--- src/rtl/control_cmd_fillarea_pkg.sv ---
// Shared types and panel parameters for the fill-area command front end.
// Coordinates are clipped in uint_t so nothing wraps before truncation.
package control_cmd_fillarea_pkg;

    localparam int BYTES_PER_PIXEL    = 2;
    localparam int PIXEL_WIDTH        = 64;
    localparam int PIXEL_HEIGHT       = 32;
    localparam int FILLAREA_ARG_BYTES = 4 + BYTES_PER_PIXEL;

    localparam int COL_W = $clog2(PIXEL_WIDTH);
    localparam int ROW_W = $clog2(PIXEL_HEIGHT);
    localparam int CLR_W = 8 * BYTES_PER_PIXEL;
    localparam int CNT_W = $clog2(FILLAREA_ARG_BYTES + 1);

    typedef logic [COL_W-1:0] col_addr_t;
    typedef logic [ROW_W-1:0] row_addr_t;
    typedef logic [CLR_W-1:0] color_t;
    typedef logic [31:0]      uint_t;

    typedef enum logic [2:0] {
        S_IDLE,
        S_ARGS,
        S_CLIP,
        S_RUN,
        S_SUBACK,
        S_DONE,
        S_WAIT
    } fillarea_cmd_state_t;

    function automatic uint_t umin(input uint_t a, input uint_t b);
        return (a < b) ? a : b;
    endfunction

endpackage

--- src/rtl/control_fillarea_clip.sv ---
// Clips a fill rectangle to the panel and flags rectangles that are empty
// or start off-panel; full-size extents truncate to 0 in the address types.
module control_fillarea_clip
    import control_cmd_fillarea_pkg::*;
(
    input  logic [7:0] i_x1,
    input  logic [7:0] i_y1,
    input  logic [7:0] i_width,
    input  logic [7:0] i_height,
    output col_addr_t  o_width,
    output row_addr_t  o_height,
    output logic       o_reject
);

    uint_t w_x1;
    uint_t w_y1;
    uint_t w_w;
    uint_t w_h;

    always_comb begin
        w_x1 = uint_t'(i_x1);
        w_y1 = uint_t'(i_y1);
        w_w  = uint_t'(i_width);
        w_h  = uint_t'(i_height);
        o_reject = (w_x1 >= uint_t'(PIXEL_WIDTH))
                || (w_y1 >= uint_t'(PIXEL_HEIGHT))
                || (w_w == '0) || (w_h == '0);
        o_width  = '0;
        o_height = '0;
        if (!o_reject) begin
            o_width  = col_addr_t'(umin(w_w,
                           uint_t'(PIXEL_WIDTH) - w_x1));
            o_height = row_addr_t'(umin(w_h,
                           uint_t'(PIXEL_HEIGHT) - w_y1));
        end
    end

endmodule

--- src/rtl/control_cmd_fillarea.sv ---
// Fill-area command front end: gathers arguments, clips, runs the
// downstream fill engine and handshakes completion back to the decoder.
module control_cmd_fillarea
    import control_cmd_fillarea_pkg::*;
(
    input  logic       i_clk,
    input  logic       i_reset,
    input  logic       i_enable,
    input  logic [7:0] i_data_rx,
    input  logic       i_data_rx_valid,
    input  logic       i_ack,
    output logic       o_done,
    output logic       o_sub_enable,
    output col_addr_t  o_sub_x1,
    output row_addr_t  o_sub_y1,
    output col_addr_t  o_sub_width,
    output row_addr_t  o_sub_height,
    output color_t     o_sub_color,
    input  logic       i_sub_done,
    output logic       o_sub_ack,
    output logic       o_byte_dropped
);

    localparam logic [CNT_W-1:0] LAST_IDX =
        CNT_W'(FILLAREA_ARG_BYTES - 1);

    fillarea_cmd_state_t r_state;
    fillarea_cmd_state_t w_next;

    logic [CNT_W-1:0] r_count;
    logic [7:0]       r_args [FILLAREA_ARG_BYTES];
    col_addr_t        r_x1;
    row_addr_t        r_y1;
    col_addr_t        r_width;
    row_addr_t        r_height;
    color_t           r_color;
    logic             r_byte_dropped;

    col_addr_t w_clip_w;
    row_addr_t w_clip_h;
    logic      w_reject;
    color_t    w_color;
    logic      w_store;
    logic      w_drop;

    control_fillarea_clip u_clip (
        .i_x1     (r_args[0]),
        .i_y1     (r_args[1]),
        .i_width  (r_args[2]),
        .i_height (r_args[3]),
        .o_width  (w_clip_w),
        .o_height (w_clip_h),
        .o_reject (w_reject)
    );

    // Colour arrives MSB first after the four coordinate bytes.
    always_comb begin
        w_color = '0;
        for (int i = 0; i < BYTES_PER_PIXEL; i++) begin
            w_color[8*(BYTES_PER_PIXEL-1-i) +: 8] = r_args[4+i];
        end
    end

    always_comb begin
        w_next  = r_state;
        w_store = 1'b0;
        unique case (r_state)
            S_IDLE:   if (i_enable) w_next = S_ARGS;
            S_ARGS: begin
                if (!i_enable) begin
                    w_next = S_IDLE;
                end else if (i_data_rx_valid) begin
                    w_store = 1'b1;
                    if (r_count == LAST_IDX) w_next = S_CLIP;
                end
            end
            S_CLIP:   w_next = w_reject ? S_DONE : S_RUN;
            S_RUN:    if (i_sub_done) w_next = S_SUBACK;
            S_SUBACK: w_next = S_DONE;
            S_DONE:   if (i_ack) w_next = S_WAIT;
            S_WAIT:   if (!i_enable) w_next = S_IDLE;
            default:  w_next = S_IDLE;
        endcase
        w_drop = i_enable && i_data_rx_valid
              && (r_state != S_IDLE) && (r_state != S_ARGS);
    end

    always_ff @(posedge i_clk) begin
        if (!i_reset) begin
            r_state        <= S_IDLE;
            r_count        <= '0;
            r_x1           <= '0;
            r_y1           <= '0;
            r_width        <= '0;
            r_height       <= '0;
            r_color        <= '0;
            r_byte_dropped <= 1'b0;
            for (int i = 0; i < FILLAREA_ARG_BYTES; i++) begin
                r_args[i] <= '0;
            end
        end else begin
            r_state        <= w_next;
            r_byte_dropped <= w_drop;
            if (r_state == S_IDLE) begin
                r_count <= '0;
            end else if (w_store) begin
                r_count <= r_count + 1'b1;
            end
            for (int i = 0; i < FILLAREA_ARG_BYTES; i++) begin
                if (w_store && r_count == CNT_W'(i)) begin
                    r_args[i] <= i_data_rx;
                end
            end
            if (r_state == S_CLIP && !w_reject) begin
                r_x1     <= col_addr_t'(r_args[0]);
                r_y1     <= row_addr_t'(r_args[1]);
                r_width  <= w_clip_w;
                r_height <= w_clip_h;
                r_color  <= w_color;
            end
        end
    end

    assign o_done         = (r_state == S_DONE);
    assign o_sub_enable   = (r_state == S_RUN) || (r_state == S_SUBACK);
    assign o_sub_ack      = (r_state == S_SUBACK);
    assign o_sub_x1       = r_x1;
    assign o_sub_y1       = r_y1;
    assign o_sub_width    = r_width;
    assign o_sub_height   = r_height;
    assign o_sub_color    = r_color;
    assign o_byte_dropped = r_byte_dropped;

endmodule

--- config.mk ---
export PLATFORM = sky130hd
export DESIGN_NAME = control_cmd_fillarea
export DESIGN_NICKNAME = d
export VERILOG_FILES = /design/src/rtl/control_cmd_fillarea_pkg.sv /design/src/rtl/control_fillarea_clip.sv /design/src/rtl/control_cmd_fillarea.sv
export SDC_FILE = /design/constraint.sdc
export NUM_CORES = 1
export LEC_CHECK = 0
export CAP_MARGIN = 20
export CORE_MARGIN = 5
export CORE_UTILIZATION = 25
export CTS_CLUSTER_SIZE = 24
export DETAILED_ROUTE_END_ITERATION = 7
export GPL_ROUTABILITY_DRIVEN = 0
export HOLD_SLACK_MARGIN = 0.15
export SYNTH_ARGS = -nofsm -noshare
export SYNTH_HDL_FRONTEND = slang
export SYNTH_SLANG_ARGS = --single-unit
--- constraint.sdc ---
create_clock -name i_clk -period 3.8 [get_ports i_clk]
set_input_delay 0.95 -clock i_clk [delete_from_list [all_inputs] [get_ports i_clk]]
set_output_delay 0.95 -clock i_clk [all_outputs]
set_load 0.03 [all_outputs]
==> run_summary.xml, run 1 <==
<?xml version="1.0" encoding="UTF-8"?>
<metrics>
  <group name="run_status">
    <metric name="outcome" unit="">completed</metric>
  </group>
  <group name="drt">
    <metric name="vias_per_cell" unit="">4.49</metric>
    <metric name="drt_pass1_iterations" unit="">4</metric>
    <metric name="drtIter0Drc" unit="">132</metric>
    <metric name="number_of_drc_violations_after_detailed_routing" unit="">0</metric>
    <metric name="postRouteWirelength" unit="um">10500</metric>
    <metric name="detail_route.wl_per_cell" unit="um">14.3</metric>
    <metric name="via_count" unit="">3275</metric>
    <metric name="ant_nets" unit="">0</metric>
  </group>
  <group name="timing">
    <metric name="final_critical_path_setup_slack" unit="ns">0.489</metric>
    <metric name="max_slew.worst_pin.slew" unit="ns">0.999</metric>
    <metric name="rsz_0062_raised_after_global_routing" unit="">false</metric>
    <metric name="finalCritPeriodShare" unit="%">87.1</metric>
    <metric name="worst_hold_slack" unit="ns">0.453</metric>
    <metric name="finalHoldViolCount" unit="">0</metric>
    <metric name="totalNegativeSetupSlack" unit="ns">0</metric>
    <metric name="number_of_pins_exceeding_their_max_slew_limit_in_the_final_report" unit="">0</metric>
    <metric name="finalCriticalPeriod" unit="ns">3.31</metric>
    <metric name="fmax" unit="MHz">302</metric>
    <metric name="slew_headroom" unit="%">33.4</metric>
    <metric name="setup_violation_total_in_the_final_timing_report" unit="">0</metric>
    <metric name="finalClockSkew" unit="ns">0.00678</metric>
  </group>
  <group name="logic_synthesis">
    <metric name="async_flop_share" unit="%">0</metric>
    <metric name="ys_dominant_reg_cell" unit="">sky130_fd_sc_hd__edfxtp_1</metric>
    <metric name="synth.cells.most_frequent" unit="">sky130_fd_sc_hd__nand2_1, sky130_fd_sc_hd__and2_1, sky130_fd_sc_hd__edfxtp_1, sky130_fd_sc_hd__dfxtp_1, sky130_fd_sc_hd__a21oi_1</metric>
    <metric name="synth_edf_count" unit="">48</metric>
    <metric name="yosys.area.top_type_share" unit="%">32.9</metric>
    <metric name="yosys_warnings" unit="">0</metric>
    <metric name="syn-instance-count" unit="">444</metric>
    <metric name="synth_top_cells_by_area" unit="">sky130_fd_sc_hd__edfxtp_1, sky130_fd_sc_hd__dfxtp_1, sky130_fd_sc_hd__and2_1</metric>
    <metric name="synthDistinctLibCells" unit="">47</metric>
    <metric name="synthesis.area" unit="um2">4390</metric>
    <metric name="synth_nets" unit="">479</metric>
    <metric name="postSynthRegisterBits" unit="">93</metric>
    <metric name="ys_seq_area_share" unit="%">53.4</metric>
    <metric name="synth_top_cell_by_area" unit="">sky130_fd_sc_hd__edfxtp_1</metric>
    <metric name="syn_area_per_cell" unit="um2">9.88</metric>
    <metric name="synth_most_common_cell" unit="">sky130_fd_sc_hd__nand2_1</metric>
  </group>
  <group name="clock_network">
    <metric name="cts_hold_buf" unit="">0</metric>
    <metric name="clock_tree_from_tritoncts" unit="">done</metric>
    <metric name="cts_setup_buffers" unit="">0</metric>
    <metric name="clk_pin_slew_worst_paths" unit="ns">0.06</metric>
    <metric name="cts.repair.resized" unit="">0</metric>
    <metric name="cts_root_buffer" unit="">sky130_fd_sc_hd__clkbuf_16</metric>
    <metric name="source_to_sink_clock_delay_at_the_later_pin_of_the_worst_skew_pair" unit="ns">0.34</metric>
    <metric name="htree_levels" unit="">3</metric>
    <metric name="cts-root-to-sink-buffers" unit="">2</metric>
    <metric name="clock-sinks" unit="">93</metric>
    <metric name="cts_buffers" unit="">9</metric>
  </group>
  <group name="worst_setup_path">
    <metric name="ff2ff_path_depth" unit="">11</metric>
    <metric name="setup.worst_path.end_class" unit="">flip-flop</metric>
    <metric name="timing.critical_path.fanout_max" unit="">6</metric>
    <metric name="worst_ep_arrival_time" unit="ns">3.58</metric>
    <metric name="path_class" unit="">reg2reg</metric>
    <metric name="critPathRequiredTime" unit="ns">4.07</metric>
    <metric name="timing.critical_path.from_type" unit="">flip-flop</metric>
  </group>
  <group name="die">
    <metric name="die_w" unit="um">142</metric>
    <metric name="die_ar" unit="um2">20300</metric>
    <metric name="num_io_pins" unit="">56</metric>
    <metric name="die_height" unit="um">142</metric>
    <metric name="floorplan.core_area" unit="um2">17200</metric>
    <metric name="starting_density" unit="%">25.4</metric>
    <metric name="rows" unit="">48</metric>
  </group>
  <group name="global_routing">
    <metric name="grt_pass1_wl" unit="um">16700</metric>
    <metric name="grt_pass1_vias" unit="">3289</metric>
    <metric name="largest_net_degree_at_the_start_of_global_routing" unit="">31</metric>
    <metric name="overall_track_demand_over_capacity_in_global_routing" unit="%">10.5</metric>
    <metric name="grt_antenna_before_repair" unit="">0</metric>
    <metric name="grt.overflow.total" unit="">0</metric>
  </group>
  <group name="layout">
    <metric name="n_antenna_cell" unit="">0</metric>
    <metric name="flow.area_growth_from_synthesis" unit="%">25.3</metric>
    <metric name="final_nets" unit="">535</metric>
    <metric name="final_layout_size_suffix_gt1_share" unit="%">6.34</metric>
    <metric name="fin_cells" unit="">730</metric>
  </group>
  <group name="placement">
    <metric name="place_hpwl" unit="um">7790</metric>
    <metric name="numPlacedInstances" unit="">714</metric>
    <metric name="dpl_worst_slack" unit="ns">0.532</metric>
    <metric name="io_buffers" unit="">55</metric>
  </group>
  <group name="worst_hold_path">
    <metric name="instance_count_along_the_most_critical_hold_path" unit="">2</metric>
    <metric name="min_path_type" unit="">reg2reg</metric>
  </group>
  <group name="power">
    <metric name="vdd.ir_drop.worst" unit="mV">0.209</metric>
    <metric name="pwr_density_cell" unit="nW/um2">396</metric>
    <metric name="p_leak" unit="nW">1.98</metric>
  </group>
  <group name="run">
    <metric name="max_cap_viol_count" unit="">0</metric>
  </group>
</metrics>
==> metrics by stage <==
step | total power, mW | util, % | instance area, um2
after floorplan | 1.22 | - | 4390
after global placement | 1.28 | 30.1 | 5180
after detailed placement | 1.28 | 30.1 | 5180
after CTS | 2.20 | 31.9 | 5500
after global routing | 2.26 | 31.9 | 5500
final | 2.17 | 31.9 | 5500
==> power breakdown <==
part | leakage [nW] | switching, mW | internal, mW
clock network | 0.156 | 0.384 | 0.532
logic | 0.966 | 0.0931 | 0.0659
registers | 0.859 | 0.0239 | 1.08
total | 1.98 | 0.501 | 1.67
==> flip-flops by register name (all words and copies together), names as in the netlist <==
name            cells
r_count             3
o_sub_height        5
o_sub_color        16
r_args             48
o_sub_width         6
o_sub_y1            5
o_sub_x1            6
r_state             3
o_byte_dropped      1
==> logic make-up after synthesis <==
family,count (synthesis),synth area share [%]
xor+xnor,9,1.80
buf+inv,36,3.79
flops,93,53.4
compound gates,90,11.5
simple gates,189,22.0
fa+ha+maj,21,5.99
mux,6,1.46
==> path summary, 6_finish.rpt <==
check	start	end	slack [ns]
setup / recovery	r_args[1][0]$_SDFFCE_PN0P_	o_sub_height[3]$_SDFFE_PN0P_	0.49
hold / removal	o_sub_x1[2]$_SDFFE_PN0P_	o_sub_x1[2]$_SDFFE_PN0P_	0.45
setup reg to reg	r_args[1][0]$_SDFFCE_PN0P_	o_sub_height[3]$_SDFFE_PN0P_	0.49
hold reg to reg	o_sub_x1[2]$_SDFFE_PN0P_	o_sub_x1[2]$_SDFFE_PN0P_	0.45
==> cells in the final DEF (no fill, tap or decap), types with 2 or more instances in the layout <==
master	n
sky130_fd_sc_hd__nor4_1	6
sky130_fd_sc_hd__dfxtp_1	45
sky130_fd_sc_hd__nor2b_1	4
sky130_fd_sc_hd__xnor2_1	3
sky130_fd_sc_hd__clkbuf_16	11
sky130_fd_sc_hd__xor2_1	6
sky130_fd_sc_hd__buf_4	9
sky130_fd_sc_hd__clkdlybuf4s50_1	55
sky130_fd_sc_hd__mux2_2	3
sky130_fd_sc_hd__nand3_1	7
sky130_fd_sc_hd__mux2i_1	3
sky130_fd_sc_hd__and2_1	48
sky130_fd_sc_hd__inv_1	17
sky130_fd_sc_hd__ha_1	21
sky130_fd_sc_hd__a31oi_1	7
sky130_fd_sc_hd__o31ai_1	5
sky130_fd_sc_hd__o21ai_0	24
sky130_fd_sc_hd__edfxtp_1	48
sky130_fd_sc_hd__inv_6	2
sky130_fd_sc_hd__nor2_1	19
sky130_fd_sc_hd__nand2b_1	6
sky130_fd_sc_hd__nand2_1	80
sky130_fd_sc_hd__nor3_1	6
sky130_fd_sc_hd__a21oi_1	44
sky130_fd_sc_hd__or3_1	2
==> worst max-delay path, stage by stage (launching register included) <==
cell	delay, ns
sky130_fd_sc_hd__edfxtp_1	0.49
sky130_fd_sc_hd__or4_4	0.58
sky130_fd_sc_hd__o21a_1	0.21
sky130_fd_sc_hd__nor2_1	0.11
sky130_fd_sc_hd__xor2_1	0.09
sky130_fd_sc_hd__ha_1	0.31
sky130_fd_sc_hd__inv_1	0.04
sky130_fd_sc_hd__o21ai_0	0.15
sky130_fd_sc_hd__a31oi_1	0.08
sky130_fd_sc_hd__nor4b_2	0.61
sky130_fd_sc_hd__mux2_2	0.41
sky130_fd_sc_hd__a21oi_1	0.15
==> layout make-up <==
class | count | area (um2)
inverters | 17 | 63.8
well taps | 225 | 282
flip-flops and latches | 93 | 2340
fillers | 1722 | 11700
repair buffers | 64 | 618
multi-input cells | 315 | 1880
clock buffers | 12 | 279
clock inverters | 4 | 33.8
==> metal layers <==
metal / global-route usage, % / up-vias / wire length, um / part of all wire (%)
met2: 17.8 / 74 / 5110 / 49
met5: 0 / - / 0 / 0
met1: 12.7 / 1524 / 4450 / 43
li1: - / 1656 / - / -
met3: 3.49 / 21 / 664 / 6.3
met4: 3.15 / 0 / 234 / 2.2
No activity file was read; power rests on OpenSTA's default activity.
==> run 2: changes to the inputs <==
- SKIP_CTS_REPAIR_TIMING: default -> 1
==> results of run 2 <==
No change in the layout: final DEF, timing and power equal those of run 1.
==> run 3: changes to the inputs <==
- CORE_UTILIZATION: 25 -> 45
- PLACE_DENSITY: default -> 0.67
==> run 3 against run 2 <==
  * Via count up 0.24%
  * Critical path type unchanged
  * Clock power down 34%
  * Non-clock buffer count unchanged
  * Power down 15%
  * Combinational power about the same
  * Die area down 42%
  * Sequential power about the same
  * Setup slack better by 0.042 ns
  * Critical path depth unchanged
  * Sequential cell count unchanged
  * Global-route usage up 7.2 points
==> run_summary.xml, run 3 (synthesis gave the netlist of run 1 again) <==
<?xml version="1.0" encoding="UTF-8"?>
<metrics>
  <group name="global_routing">
    <metric name="grtUsageMet1" unit="%">21.7</metric>
    <metric name="grt_pass1_vias" unit="">3241</metric>
    <metric name="met2_usage" unit="%">29.5</metric>
    <metric name="grt_antenna_before_repair" unit="">0</metric>
    <metric name="overall_track_demand_over_capacity_in_global_routing" unit="%">17.7</metric>
    <metric name="grt_pass1_wl" unit="um">15900</metric>
    <metric name="grt.overflow.total" unit="">0</metric>
    <metric name="grtUsageMet3" unit="%">3.49</metric>
    <metric name="largest_net_degree_at_the_start_of_global_routing" unit="">38</metric>
    <metric name="global_route.peak_usage_layer" unit="">met2</metric>
  </group>
  <group name="run_status">
    <metric name="outcome" unit="">completed</metric>
  </group>
  <group name="worst_setup_path">
    <metric name="timing.critical_path.from_type" unit="">flip-flop</metric>
    <metric name="critPathRequiredTime" unit="ns">4.08</metric>
    <metric name="worst_ep_arrival_time" unit="ns">3.55</metric>
    <metric name="path_class" unit="">reg2reg</metric>
    <metric name="timing.critical_path.fanout_max" unit="">6</metric>
    <metric name="setup.worst_path.end_class" unit="">flip-flop</metric>
  </group>
  <group name="drt">
    <metric name="number_of_drc_violations_after_detailed_routing" unit="">0</metric>
    <metric name="via_count" unit="">3283</metric>
    <metric name="ant_nets" unit="">0</metric>
    <metric name="vias_per_cell" unit="">5.15</metric>
    <metric name="drt_pass1_iterations" unit="">4</metric>
    <metric name="drtIter0Drc" unit="">120</metric>
    <metric name="postRouteWirelength" unit="um">9770</metric>
    <metric name="detail_route.wl_per_cell" unit="um">15.3</metric>
  </group>
  <group name="layout">
    <metric name="mostFrequentLayoutCells" unit="">sky130_fd_sc_hd__nand2_1, sky130_fd_sc_hd__clkdlybuf4s50_1, sky130_fd_sc_hd__and2_1, sky130_fd_sc_hd__edfxtp_1, sky130_fd_sc_hd__dfxtp_1</metric>
    <metric name="flow.area_growth_from_synthesis" unit="%">19.4</metric>
    <metric name="layout_commonest_cell" unit="">sky130_fd_sc_hd__nand2_1</metric>
    <metric name="max_flop_register" unit="">r_args</metric>
    <metric name="final_nets" unit="">535</metric>
    <metric name="final_layout_size_suffix_gt1_share" unit="%">6.34</metric>
    <metric name="number_of_flip_flops_in_the_largest_register" unit="">48</metric>
    <metric name="layout.core_utilization" unit="%">54.3</metric>
    <metric name="fin_cells" unit="">638</metric>
    <metric name="n_antenna_cell" unit="">0</metric>
  </group>
  <group name="timing">
    <metric name="finalCritPeriodShare" unit="%">86.0</metric>
    <metric name="totalNegativeSetupSlack" unit="ns">0</metric>
    <metric name="rsz_0062_raised_after_global_routing" unit="">false</metric>
    <metric name="max_slew.worst_pin.slew" unit="ns">0.914</metric>
    <metric name="finalCriticalPeriod" unit="ns">3.27</metric>
    <metric name="number_of_pins_exceeding_their_max_slew_limit_in_the_final_report" unit="">0</metric>
    <metric name="setup_violation_total_in_the_final_timing_report" unit="">0</metric>
    <metric name="finalClockSkew" unit="ns">0.0108</metric>
    <metric name="slew_headroom" unit="%">39.1</metric>
    <metric name="fmax" unit="MHz">306</metric>
    <metric name="finalHoldViolCount" unit="">0</metric>
  </group>
  <group name="die">
    <metric name="die_ar" unit="um2">11800</metric>
    <metric name="starting_density" unit="%">45.5</metric>
    <metric name="floorplan.core_area" unit="um2">9640</metric>
    <metric name="rows" unit="">36</metric>
    <metric name="die_w" unit="um">109</metric>
    <metric name="die_height" unit="um">109</metric>
    <metric name="num_io_pins" unit="">56</metric>
  </group>
  <group name="power">
    <metric name="share_seq_of_total_power" unit="%">59.2</metric>
    <metric name="vdd.ir_drop.worst" unit="mV">0.196</metric>
    <metric name="power.internal" unit="mW">1.38</metric>
    <metric name="p_clk_share" unit="%">32.4</metric>
    <metric name="pwr_density_cell" unit="nW/um2">354</metric>
    <metric name="power.share.switching" unit="%">25.5</metric>
    <metric name="p_leak" unit="nW">1.91</metric>
    <metric name="total_switching_power" unit="mW">0.472</metric>
    <metric name="share_comb_of_total_power" unit="%">8.5</metric>
  </group>
  <group name="clock_network">
    <metric name="clk_pin_slew_worst_paths" unit="ns">0.09</metric>
    <metric name="cts-root-to-sink-buffers" unit="">2</metric>
    <metric name="clock_tree_from_tritoncts" unit="">done</metric>
    <metric name="source_to_sink_clock_delay_at_the_later_pin_of_the_worst_skew_pair" unit="ns">0.36</metric>
    <metric name="cts_buffers" unit="">9</metric>
    <metric name="htree_levels" unit="">3</metric>
    <metric name="cts_root_buffer" unit="">sky130_fd_sc_hd__clkbuf_8</metric>
    <metric name="clock-sinks" unit="">93</metric>
  </group>
  <group name="placement">
    <metric name="numPlacedInstances" unit="">622</metric>
    <metric name="io_buffers" unit="">55</metric>
    <metric name="place_hpwl" unit="um">7220</metric>
  </group>
  <group name="run">
    <metric name="max_cap_viol_count" unit="">0</metric>
  </group>
  <group name="worst_hold_path">
    <metric name="min_path_type" unit="">reg2reg</metric>
  </group>
</metrics>
## run 3: changes by cell type in the layout (fill, tap and decap cells not counted), sizes merged
| cell | delta |
|---|---|
| clkbuf | -2 |
| clkinvlp | +1 |
| inv | +1 |
## run 3: metrics by stage
stage | power (mW) | hold slack (ns) | worst slack (ns) | area, um2
floorplan | 1.22 | 0.469 | 0.851 | 4390
global placement | 1.27 | 0.440 | 0.645 | 5070
detailed placement | 1.28 | 0.445 | 0.584 | 5070
CTS | 1.88 | 0.459 | 0.521 | 5240
global route | 1.93 | 0.478 | 0.406 | 5240
finish | 1.86 | 0.454 | 0.530 | 5240
## run 3: worst paths after layout
kind | startpoint | to | slack [ns] | cells past startpoint
max | r_args[1][0]$_SDFFCE_PN0P_ | o_sub_height[3]$_SDFFE_PN0P_ | 0.53 | 11
min | o_sub_x1[2]$_SDFFE_PN0P_ | o_sub_x1[2]$_SDFFE_PN0P_ | 0.45 | 2
max reg2reg | r_args[1][0]$_SDFFCE_PN0P_ | o_sub_height[3]$_SDFFE_PN0P_ | 0.53 | 11
min reg2reg | o_sub_x1[2]$_SDFFE_PN0P_ | o_sub_x1[2]$_SDFFE_PN0P_ | 0.45 | 2
## run 3: layout make-up
class	count	area, um2
fillers	920	4400
repair buffers	64	618
flip-flops and latches	93	2340
clock buffers	10	128
well taps	133	166
clock inverters	6	42.5
inverters	17	63.8
multi-input cells	315	1880
## run 3: power by group through the flow
stage | sequential (mW) | clock, mW | combinational [mW]
after global routing | 1.10 | 0.658 | 0.175
after floorplan | 1.11 | 0 | 0.103
after CTS | 1.10 | 0.619 | 0.159
after detailed placement | 1.12 | 0 | 0.158
final | 1.10 | 0.600 | 0.157
after global placement | 1.12 | 0 | 0.153
## run 3: metal layers
metal / routed length [um] / up-vias / share of wire [%]
met3: 522 / 19 / 5.3
met4: 261 / 0 / 2.7
met1: 4300 / 1544 / 44
li1: - / 1651 / -
met5: 0 / - / 0
met2: 4690 / 69 / 48
## run 3: critical path: stages, from the launching register on
cell                       delay [ns]
sky130_fd_sc_hd__edfxtp_1        0.48
sky130_fd_sc_hd__or4_4           0.58
sky130_fd_sc_hd__o21a_1          0.22
sky130_fd_sc_hd__nor2_1          0.11
sky130_fd_sc_hd__xor2_1          0.08
sky130_fd_sc_hd__ha_1            0.29
sky130_fd_sc_hd__inv_1           0.04
sky130_fd_sc_hd__o21ai_0         0.17
sky130_fd_sc_hd__a31oi_1         0.07
sky130_fd_sc_hd__nor4b_2         0.57
sky130_fd_sc_hd__mux2_2          0.40
sky130_fd_sc_hd__a21oi_1         0.17
